$ cat config.mk
export PLATFORM = sky130hd
export DESIGN_NAME = maj_tt_scanner
export DESIGN_NICKNAME = d
export VERILOG_FILES = /design/src/rtl/maj_tt_scanner.sv
export SDC_FILE = /design/constraint.sdc
export NUM_CORES = 1
export LEC_CHECK = 0
export CORE_MARGIN = 3
export CORE_UTILIZATION = 54
export CTS_BUF_LIST = sky130_fd_sc_hd__clkbuf_16
export CTS_CLUSTER_SIZE = 12
export DETAILED_ROUTE_END_ITERATION = 12
export PLACE_DENSITY = 0.83
export RECOVER_POWER = 100
export SLEW_MARGIN = 20
export SYNTH_ARGS = -nofsm -noshare
export SYNTH_HDL_FRONTEND = slang
export SYNTH_SLANG_ARGS = --single-unit
$ cat constraint.sdc
create_clock -name clk -period 3.72 [get_ports clk]
set_input_delay 0.558 -clock clk [delete_from_list [all_inputs] [get_ports clk]]
set_output_delay 0.558 -clock clk [all_outputs]
set_load 0.02 [all_outputs]
$ cat src/rtl/maj_tt_scanner.sv
// Sweeps all 128 minterms into a combinational function-under-test, captures its
// truth table and compares it against the EXPECTED signature.
module maj_tt_scanner #(
  parameter logic [127:0] EXPECTED = 128'hfeeaeae8eae8ea88eea8e8a8e8a8a880,
  parameter int unsigned  SETTLE   = 1
) (
  input  logic         clk,
  input  logic         rst_n,
  input  logic         start,
  input  logic         f_in,
  output logic [6:0]   x_out,
  output logic         busy,
  output logic         done,
  output logic [127:0] tt,
  output logic [7:0]   ones,
  output logic         match,
  output logic [7:0]   first_miss
);

  localparam logic [3:0] SETTLE_LAST = 4'(SETTLE - 1);

  typedef enum logic [1:0] {IDLE, DRIVE, SAMPLE, DONE} state_t;

  state_t       state_q;
  logic [6:0]   idx_q;
  logic [3:0]   settle_cnt_q;
  logic [6:0]   x_out_q;
  logic         busy_q;
  logic         done_q;
  logic [127:0] tt_q;
  logic [7:0]   ones_q;
  logic         match_q;
  logic [7:0]   first_miss_q;

  logic         miss_d;
  logic [7:0]   ones_d;
  logic [6:0]   idx_d;

  assign miss_d = f_in ^ EXPECTED[idx_q];
  assign ones_d = ones_q + {7'd0, f_in};
  assign idx_d  = idx_q + 7'd1;

  always_ff @(posedge clk) begin
    if (!rst_n) begin
      state_q      <= IDLE;
      idx_q        <= 7'd0;
      settle_cnt_q <= 4'd0;
      x_out_q      <= 7'd0;
      busy_q       <= 1'b0;
      done_q       <= 1'b0;
      tt_q         <= '0;
      ones_q       <= 8'd0;
      match_q      <= 1'b0;
      first_miss_q <= 8'h80;
    end else begin
      done_q <= 1'b0;
      case (state_q)
        IDLE, DONE: begin
          if (start) begin
            state_q      <= DRIVE;
            busy_q       <= 1'b1;
            idx_q        <= 7'd0;
            settle_cnt_q <= 4'd0;
            x_out_q      <= 7'd0;
            tt_q         <= '0;
            ones_q       <= 8'd0;
            match_q      <= 1'b0;
            first_miss_q <= 8'h80;
          end else begin
            state_q <= IDLE;
          end
        end
        DRIVE: begin
          if (settle_cnt_q == SETTLE_LAST) begin
            settle_cnt_q <= 4'd0;
            state_q      <= SAMPLE;
          end else begin
            settle_cnt_q <= settle_cnt_q + 4'd1;
          end
        end
        SAMPLE: begin
          tt_q[idx_q] <= f_in;
          ones_q      <= ones_d;
          if (miss_d && first_miss_q[7])
            first_miss_q <= {1'b0, idx_q};
          if (idx_q == 7'd127) begin
            state_q <= DONE;
            busy_q  <= 1'b0;
            done_q  <= 1'b1;
            // Table matches only if no earlier miss and the last minterm agrees.
            match_q <= first_miss_q[7] & ~miss_d;
          end else begin
            idx_q   <= idx_d;
            x_out_q <= idx_d;
            state_q <= DRIVE;
          end
        end
        default: state_q <= IDLE;
      endcase
    end
  end

  assign x_out      = x_out_q;
  assign busy       = busy_q;
  assign done       = done_q;
  assign tt         = tt_q;
  assign ones       = ones_q;
  assign match      = match_q;
  assign first_miss = first_miss_q;

endmodule

==> summary.md <==
| Metric | Value |
|---|---|
| Max Slew Vio Count | 0 |
| Layout area overhead | 31.56% |
| Worst-Skew Late Latency | 0.42 ns |
| Static Leak | 0.003429 µW |
| VDD IR-drop max | 0.3648 mV |
| Fin nets | 979 |
| Status | finished clean |
| Max-slew headroom | 0.2312 |
| Setup TNS | 0 ns |
| Die area | 14,500 µm² |
| Core area | 12,720 µm² |
| Number of DRC markers in iteration 0 | 1,262 |
| Setup WS pre-CTS | 0.6945 ns |
| Pwr/cell area | 387.3 nW/µm² |
| Setup CP Type | reg -> reg |
| Vias in the first global route | 6,930 |
| Yosys cell types | 50 |
| Yosys warnings | 0 |
| Post-route setup slack | 0.3862 ns |
| Grt ovf | 0 |
| Cell Area, Synth | 7068 µm² |
| Ports | 158 |
| WL/cell | 21.23 µm |
| Number of synthesized flops with an enable pin | 0 |
| Least-Margin Pin Slew | 1.153 ns |
| Unrepaired setup endpoints after global routing | no |
| I/O Buffers | 157 |
| Cts hold-fix bufs | 0 |
| Initial antenna violation count | 0 |
| Maximum fanout along the worst path | 76 |
| Post-Route WL | 24,460 µm |
| Worst hold path class | reg -> reg |
| Dpl hpwl | 15,180 µm |
| H-tree lvl count | 4 |
| Final period utilization | 0.8962 |
| First-pass GRT wire length | 38,070 µm |
| Fin. Hold Viols | 0 |
| Multi-input gate area | 3512 µm² |
| Share of layout cells above drive strength 1 | 0.05918 |
| Largest net degree at the start of global routing | 83 |
| Die X | 120.4 µm |
| CTS tree | built |
| Site row count | 41 |
| Clock sink count | 161 |
| Reg area | 3223 µm² |
| CTS resizes | 0 |
| Setup Buffers After CTS | 0 |
| Synth cell count leaders | 161 x dfxtp_1, 141 x a21oi_1, 141 x nand3_1 |
| CP startpoint kind | flop |
| Max Clock Freq | 300.0 MHz |
| Bufs on Longest Clock Path | 2 |
| Crit path DAT | 3.68 ns |
| Synth area leader | dfxtp_1 |
| Async set-or-reset flop fraction in the synthesized netlist | 0 |
| Max Cap Viol | 0 |
| Yosys reg bits | 161 |
| Final GP Congestion | 0.9332 |
| Synth Instances | 847 |
| Clk_skew | 0.008586 ns |
| Cell with the most instances after synthesis | dfxtp_1 |
| Vias | 7,501 |
| Syn_nets | 858 |
| Post-DR vias/cell | 6.511 |
| Drt first pass iters | 6 |
| Seq/Total Area, Yosys | 0.4560 |
| Final setup fails | 0 |
| Critical Path End Type | flop |
| DRT antenna net count | 0 |
| Synth top area cells | dfxtp_1 46%, o211ai_1 14%, a21oi_1 10% |
| Antenna diode count | 0 |
| Die H | 120.4 µm |
| GRT Util Overall | 0.3278 |
| Critical Path RT | 4.06 ns |
| Syn_area_per_cell | 8.345 µm² |
| Most used DFF post-synth | dfxtp_1 |
| Share of the synthesized area in the top cell type | 0.4560 |
| # DRC | 0 |
| CTS Buf Count | 17 |
| Initial Util | 0.5556 |
| R2r setup slk | 0.39 ns |
| Clock-pin slew on the worst setup and hold paths | 0.06 ns |
| Min Hold Slack | 0.4953 ns |
| Clock Tree Root | clkbuf_16 |
| Post-layout min period | 3.334 ns |
| Fillers | 1,030 |
==> metrics by stage <==
step | area (µm²) | util | total power, µW | cells
6_report | 9299 | 0.7309 | 3602 | 1152
2_1_floorplan | 7068 | - | 1865 | 847
3_5_place_dp | 8761 | 0.6886 | 1905 | 1121
5_1_grt | 9299 | 0.7309 | 3681 | 1152
4_1_cts | 9335 | 0.7338 | 3599 | 1152
3_3_place_gp | 8761 | 0.6886 | 1906 | 1121
==> worst paths after layout <==
kind,from,endpoint,depth (start not counted)
hold / removal,first_miss[3],first_miss[3],2
setup reg to reg,state_q[0],tt[88],7
setup / recovery,state_q[0],tt[88],7
hold reg to reg,first_miss[3],first_miss[3],2
==> cell usage in the layout, fill, tap and decap left out, drive strengths merged, types with 5 or more instances in the layout <==
cell and n:
dlygate4sd3 154, nand2b 5, inv 11, nand4 5, o21ai 9, a21oi 142
dfxtp 161, nand3 142, xor2 6, buf 18, nor2 47, clkinv 9
clkbuf 24, a22oi 7, nand2 36, ha 7, o211ai 130, nor3 12
and3 7
==> layer usage <==
layer | up-vias | part of all wire | wire length, µm | global-route usage
met5 | - | 0 | 0 | 0
met4 | 0 | 0.033 | 807 | 0.1487
met3 | 74 | 0.096 | 2348 | 0.06127
met2 | 442 | 0.47 | 11380 | 0.5012
met1 | 3573 | 0.41 | 9925 | 0.4515
li1 | 3412 | - | - | -
==> logic make-up (layout without fill, tap and decap cells) <==
family / count (synthesis) / after routing / share of synthesized area
flops: 161 / 161 / 0.4560
compound gates: 305 / 305 / 0.2785
xor+xnor: 8 / 8 / 0.009914
mux: 2 / 2 / 0.003540
buf+inv: 90 / 223 / 0.04974
simple gates: 274 / 274 / 0.1899
fa+ha+maj: 7 / 7 / 0.01239
==> where the power goes <==
part	internal, µW	switching [µW]	total, µW
clock network	1040	696	1730
logic	24.3	115	139
registers	1730	2.93	1730
==> critical path: stages (launching register included) <==
cell and delay (ns):
dfxtp_1 0.33, inv_1 0.06, ha_1 0.50, nand3b_1 0.21, clkbuf_2 0.87, buf_4 0.79, o211ai_1 0.22, a21oi_1 0.22
==> flip-flops by register name, summed over array words and instances, names as in the netlist, named ones only <==
name / cells
x_out: 7
match: 1
tt: 128
first_miss: 8
state_q: 2
busy: 1
done: 1
ones: 8
settle_cnt_q: 4
==> layout make-up <==
| type | instances | share of cell area |
|---|---|---|
| Multi-Input combinational cell | 596 | 0.3777 |
| Timing Repair Buffer | 182 | 0.1865 |
| Clock buffer | 17 | 0.04575 |
| Inverter | 10 | 0.004306 |
| Sequential cell | 161 | 0.3466 |
| Tap cell | 172 | 0.02314 |
| Clock inverter | 14 | 0.01601 |
No activity file was read; power rests on OpenSTA's default activity.
